$ cat src/rtl/threebit_serial_sub.sv
// -----------------------------------------------------------------------------
// threebit_serial_sub
//
// Bit-serial subtractor: computes (a - b) mod 2^WIDTH one bit per clock, LSB
// first, through a single full-subtractor cell and a registered borrow.
// A start/busy/done handshake frames each operation. Companion to the
// combinational three-bit ripple adder, so results can be round-tripped.
//
// Optional feature macro: THREEBIT_SUB_OVF_EN
//   defined   -> adds the 'ovf' output (two's-complement overflow of a - b)
//   undefined -> 'ovf' port and its logic are absent
//
// Parameters
//   WIDTH   operand/result width in bits, legal range 2..8 (default 3)
//
// Ports
//   clk     in   rising-edge clock
//   rst     in   synchronous active-high reset
//   start   in   request, sampled only while idle
//   a       in   minuend, captured when start is accepted
//   b       in   subtrahend, captured when start is accepted
//   diff    out  registered (a - b) mod 2^WIDTH
//   borrow  out  registered final borrow (a < b unsigned)
//   busy    out  high while bits are being processed
//   done    out  one-cycle pulse when diff/borrow/ovf update
//   ovf     out  signed overflow flag (only with THREEBIT_SUB_OVF_EN)
// -----------------------------------------------------------------------------
module threebit_serial_sub #(
   parameter int WIDTH = 3
) (
   input  logic             clk,
   input  logic             rst,
   input  logic             start,
   input  logic [WIDTH-1:0] a,
   input  logic [WIDTH-1:0] b,
   output logic [WIDTH-1:0] diff,
   output logic             borrow,
   output logic             busy,
   output logic             done
`ifdef THREEBIT_SUB_OVF_EN
   ,
   output logic             ovf
`endif
);

   // Counter holds 0..WIDTH; one spare bit so it never wraps.
   localparam int CW = $clog2(WIDTH) + 1;

   typedef enum logic [1:0] {
      IDLE = 2'd0,
      RUN  = 2'd1,
      DONE = 2'd2
   } state_t;

   state_t           state;
   logic [WIDTH-1:0] sa;        // minuend shift register, current bit at [0]
   logic [WIDTH-1:0] sb;        // subtrahend shift register, current bit at [0]
   logic [WIDTH-1:0] part;      // partial difference
   logic [WIDTH-1:0] part_nxt;
   logic [CW-1:0]    cnt;       // index of the bit processed this cycle
   logic             bin;       // registered borrow into the current bit
   logic             d_bit;
   logic             bout;
   logic             last;

`ifdef THREEBIT_SUB_OVF_EN
   // Sign bits of the captured operands; the shift registers lose them.
   logic             a_msb;
   logic             b_msb;
`endif

   // Full-subtractor cell and the partial result with the current bit placed.
   // NOTE: every always_comb output gets a default first so no path leaves it
   // unassigned, which would otherwise infer a latch.
   always_comb begin
      d_bit    = sa[0] ^ sb[0] ^ bin;
      bout     = (~sa[0] & sb[0]) | (~(sa[0] ^ sb[0]) & bin);
      last     = (cnt == CW'(WIDTH - 1));
      part_nxt = part;
      for (int i = 0; i < WIDTH; i++) begin
         if (cnt == CW'(i)) begin
            part_nxt[i] = d_bit;
         end
      end
   end

   // Control FSM with registered outputs.
   // NOTE: sequential state uses non-blocking assignments only, so every
   // register samples the pre-edge values regardless of statement order.
   // NOTE: reset is synchronous and clears every register, including the
   // datapath, so an aborted operation leaves no stale partial state.
   always_ff @(posedge clk) begin
      if (rst) begin
         state  <= IDLE;
         sa     <= '0;
         sb     <= '0;
         part   <= '0;
         cnt    <= '0;
         bin    <= 1'b0;
         diff   <= '0;
         borrow <= 1'b0;
         busy   <= 1'b0;
         done   <= 1'b0;
`ifdef THREEBIT_SUB_OVF_EN
         a_msb  <= 1'b0;
         b_msb  <= 1'b0;
         ovf    <= 1'b0;
`endif
      end else begin
         case (state)
            IDLE: begin
               done <= 1'b0;
               if (start) begin
                  sa    <= a;
                  sb    <= b;
                  part  <= '0;
                  cnt   <= '0;
                  bin   <= 1'b0;
                  busy  <= 1'b1;
                  state <= RUN;
`ifdef THREEBIT_SUB_OVF_EN
                  a_msb <= a[WIDTH-1];
                  b_msb <= b[WIDTH-1];
`endif
               end
            end

            RUN: begin
               sa   <= sa >> 1;
               sb   <= sb >> 1;
               part <= part_nxt;
               bin  <= bout;
               cnt  <= cnt + CW'(1);
               if (last) begin
                  diff   <= part_nxt;
                  borrow <= bout;
                  busy   <= 1'b0;
                  done   <= 1'b1;
                  state  <= DONE;
`ifdef THREEBIT_SUB_OVF_EN
                  // d_bit is the result MSB on the last bit.
                  ovf    <= (a_msb != b_msb) && (d_bit != a_msb);
`endif
               end
            end

            DONE: begin
               done  <= 1'b0;
               state <= IDLE;
            end

            default: begin
               busy  <= 1'b0;
               done  <= 1'b0;
               state <= IDLE;
            end
         endcase
      end
   end

endmodule

$ cat config.mk
export PLATFORM = sky130hd
export DESIGN_NAME = threebit_serial_sub
export DESIGN_NICKNAME = d
export VERILOG_FILES = /design/src/rtl/threebit_serial_sub.sv
export SDC_FILE = /design/constraint.sdc
export NUM_CORES = 1
export LEC_CHECK = 0
export ABC_AREA = 1
export ABC_CLOCK_PERIOD_IN_PS = 1800
export CAP_MARGIN = 20
export CORE_MARGIN = 1
export CORE_UTILIZATION = 50
export DETAILED_ROUTE_END_ITERATION = 10
export PLACE_DENSITY_LB_ADDON = 0.2
export SKIP_LAST_GASP = 1
export SLEW_MARGIN = 0
export SYNTH_ARGS = -nofsm -noshare
export SYNTH_HDL_FRONTEND = slang
export SYNTH_SLANG_ARGS = --single-unit
$ cat constraint.sdc
create_clock -name clk -period 1.8 [get_ports clk]
set_input_delay 0.45 -clock clk [delete_from_list [all_inputs] [get_ports clk]]
set_output_delay 0.45 -clock clk [all_outputs]
set_load 0.01 [all_outputs]
==> results_dict.tcl <==
set metrics [dict create \
    synth.distinct_cells 18 \
    synth_commonest_cells "nand2_1 (37), dfxtp_1 (20), nor2_1 (17)" \
    nFillCells 148 \
    clkSinkCount 20 \
    slew_headroom_pct 79.2 \
    clock_path_buffers 2 \
    vias_per_cell 4.78 \
    setup_slack_ns 0.149 \
    cts_root_buf "clkbuf_4" \
    ir_worst_vdd_uv 535 \
    post-route-min-period_ns 1.65 \
    antenna_cells 0 \
    syn_area_um2 900 \
    grt_overflow 0 \
    fin_util_pct 68.0 \
    ys_async_sr_fraction_pct 0 \
    fmax_mhz 606 \
    placementRows 14 \
    cts_tree "yes" \
    worst_clock_skew_ns 0.00414 \
    cts_resized 0 \
    drc_errors 0 \
    hold_violations 0 \
    crit_chain "clkdlybuf4s50_1" \
    drt_first_iter_violations 14 \
    num_io_pins 15 \
    end_kind "primary output" \
    start_kind "flop" \
    path_max_fanout 2 \
    setup_tns_ns 0 \
    nNetsFinal 155 \
    hpwl_um 1370 \
    whs_ns 0.469 \
    clock_latency_ns 0.29 \
    synth_most_common_cell "nand2_1" \
    gp_congestion 0.788 \
    place_ws_ns 0.224 \
    drtPass1Iterations 5 \
    crit_family "buffers and inverters" \
    setup_violations 0 \
    hold_path_class "reg -> reg" \
    path_buf_inv 1 \
    grt_max_degree 14 \
    tightest_slew_ns 0.309 \
    hold_buffers 0 \
    cap_violations 0 \
    grt_pass1_wl_um 3140 \
    period_share_pct 91.7 \
    wire_per_inst_um 10.8 \
    routed_wl_um 1770 \
    post-cts-setup-buffers 0 \
    coreArea_um2 1590 \
    detail-route-antenna-nets 0 \
    die_x_um 44.4 \
    grt_pass1_vias 788 \
    syn_to_final_growth_pct 20.4 \
    final_max_slew_viol_count 0 \
    rsz0062_at_grt "no" \
    required_ns 1.35 \
    start_util_pct 56.4 \
    drive_gt1_share_pct 10.1 \
    yosysTopAreaCell "dfxtp_1" \
    die_area_um2 1970 \
    p_per_area_nw_per_um2 754 \
    numCtsBuffers 3 \
    antenna_found_initial 0 \
    synth_nets 137 \
    max_stage_delay_ns 0.55 \
    worstPathArrival_ns 1.20 \
    grt_usage_pct 21.6 \
    vias 779 \
    syn_area_per_cell_um2 7.31 \
    ys.flop_type "dfxtp_1" \
    cts_max_level 1 \
    synth_edf_count 0 \
    synthCells 123 \
    power_leakage_nw 0.485 \
    outcome "completed" \
    synth_warnings 0 \
    critPathKind "reg -> out" \
    port_buffers 14 \
    synth_top_area_share_pct 44.5 \
    ys_seq_area_share_pct 44.5 \
    ys_seq_elements 20 \
    yosys-top-cells-area "dfxtp_1 (45%), nand2_1 (15%), nor2_1 (7.1%), o21ai_0 (6.1%), ha_1 (5.6%)" \
    slowest_stage "clkdlybuf4s50_1" \
    clk_pin_slew_ns 0.10 \
    die_h_um 44.4 \
]
==> logic make-up (layout without fill, tap and decap cells) <==
logic type / after synthesis / after routing / synth area share, %
AO/OA/AOI/OAI: 16 / 16 / 9.18
buffers and inverters: 17 / 33 / 8.07
AND/OR/NAND/NOR: 65 / 65 / 30.5
adder cells (fa/ha/maj): 5 / 5 / 7.79
flip-flops: 20 / 20 / 44.5
==> final cells by class <==
cell class / instances / area (µm²) / area share [%]
Clock buffer: 3 / 22.5 / 2.08
Inverter: 15 / 56.3 / 5.20
Multi-Input combinational cell: 86 / 427 / 39.4
Sequential cell: 20 / 400 / 37.0
Tap cell: 24 / 30.0 / 2.77
Timing Repair Buffer: 15 / 148 / 13.6
==> registers in the layout, summed over array words and instances (netlist names) <==
signal and cells:
bin 1, borrow 1, busy 1, cnt 3, diff 3, done 1, part 2, sa 3
sb 3, state 2
==> metrics by stage <==
| stage | std cells | area, µm² | total power [mW] |
|---|---|---|---|
| after detailed placement | 160 | 1060 | 0.619 |
| after global routing | 163 | 1080 | 0.855 |
| after CTS | 163 | 1080 | 0.822 |
| after global placement | 160 | 1060 | 0.614 |
| after floorplan | 123 | 900 | 0.572 |
| final | 163 | 1080 | 0.817 |
==> final timing paths <==
kind,from,end,slack (ns),depth (start not counted)
hold / removal,part[1]$_SDFFE_PP0P_,part[1]$_SDFFE_PP0P_,0.47,2
setup / recovery,borrow$_SDFFE_PP0P_,borrow,0.15,1
hold reg to reg,part[1]$_SDFFE_PP0P_,part[1]$_SDFFE_PP0P_,0.47,2
setup reg to reg,sb[0]$_SDFFE_PP0P_,diff[1]$_SDFFE_PP0P_,0.30,6
==> worst register-to-register path, delay by kind of cell, from the launching register on <==
kind | cells | cell delay (ns)
adder cells (fa/ha/maj) | 1 | 0.53
flip-flops | 1 | 0.34
AO/OA/AOI/OAI | 1 | 0.29
AND/OR/NAND/NOR | 2 | 0.17
buffers and inverters | 2 | 0.12
==> power breakdown <==
group          internal [mW]  leakage, nW  switching [mW]
Clock                 0.0778       0.0138           0.130
Combinational         0.0545        0.308          0.0753
Sequential             0.465        0.163          0.0143
Total                  0.597        0.485           0.220
==> cells in the final DEF, fill, tap and decap left out, drive strengths merged <==
| cell | Yosys | routed |
|---|---|---|
| clkbuf | 0 | 3 |
| inv | 15 | 15 |
| nor3 | 1 | 1 |
| clkdlybuf4s50 | 0 | 14 |
| fa | 1 | 1 |
| ha | 4 | 4 |
| a21oi | 2 | 2 |
| buf | 2 | 1 |
| nand3 | 5 | 5 |
| nand2 | 38 | 38 |
| dfxtp | 20 | 20 |
| nor2 | 21 | 21 |
| o21ai | 13 | 13 |
| a21boi | 1 | 1 |
==> layer usage <==
metal,global-route usage (%),part of all wire (%),vias up
met3,3.67,2.3,4
li1,-,-,412
met4,11.5,1.3,0
met2,35.6,49,14
met5,0,0,-
met1,26.9,47,349
Note: power is estimated with default switching activity, not from simulation.
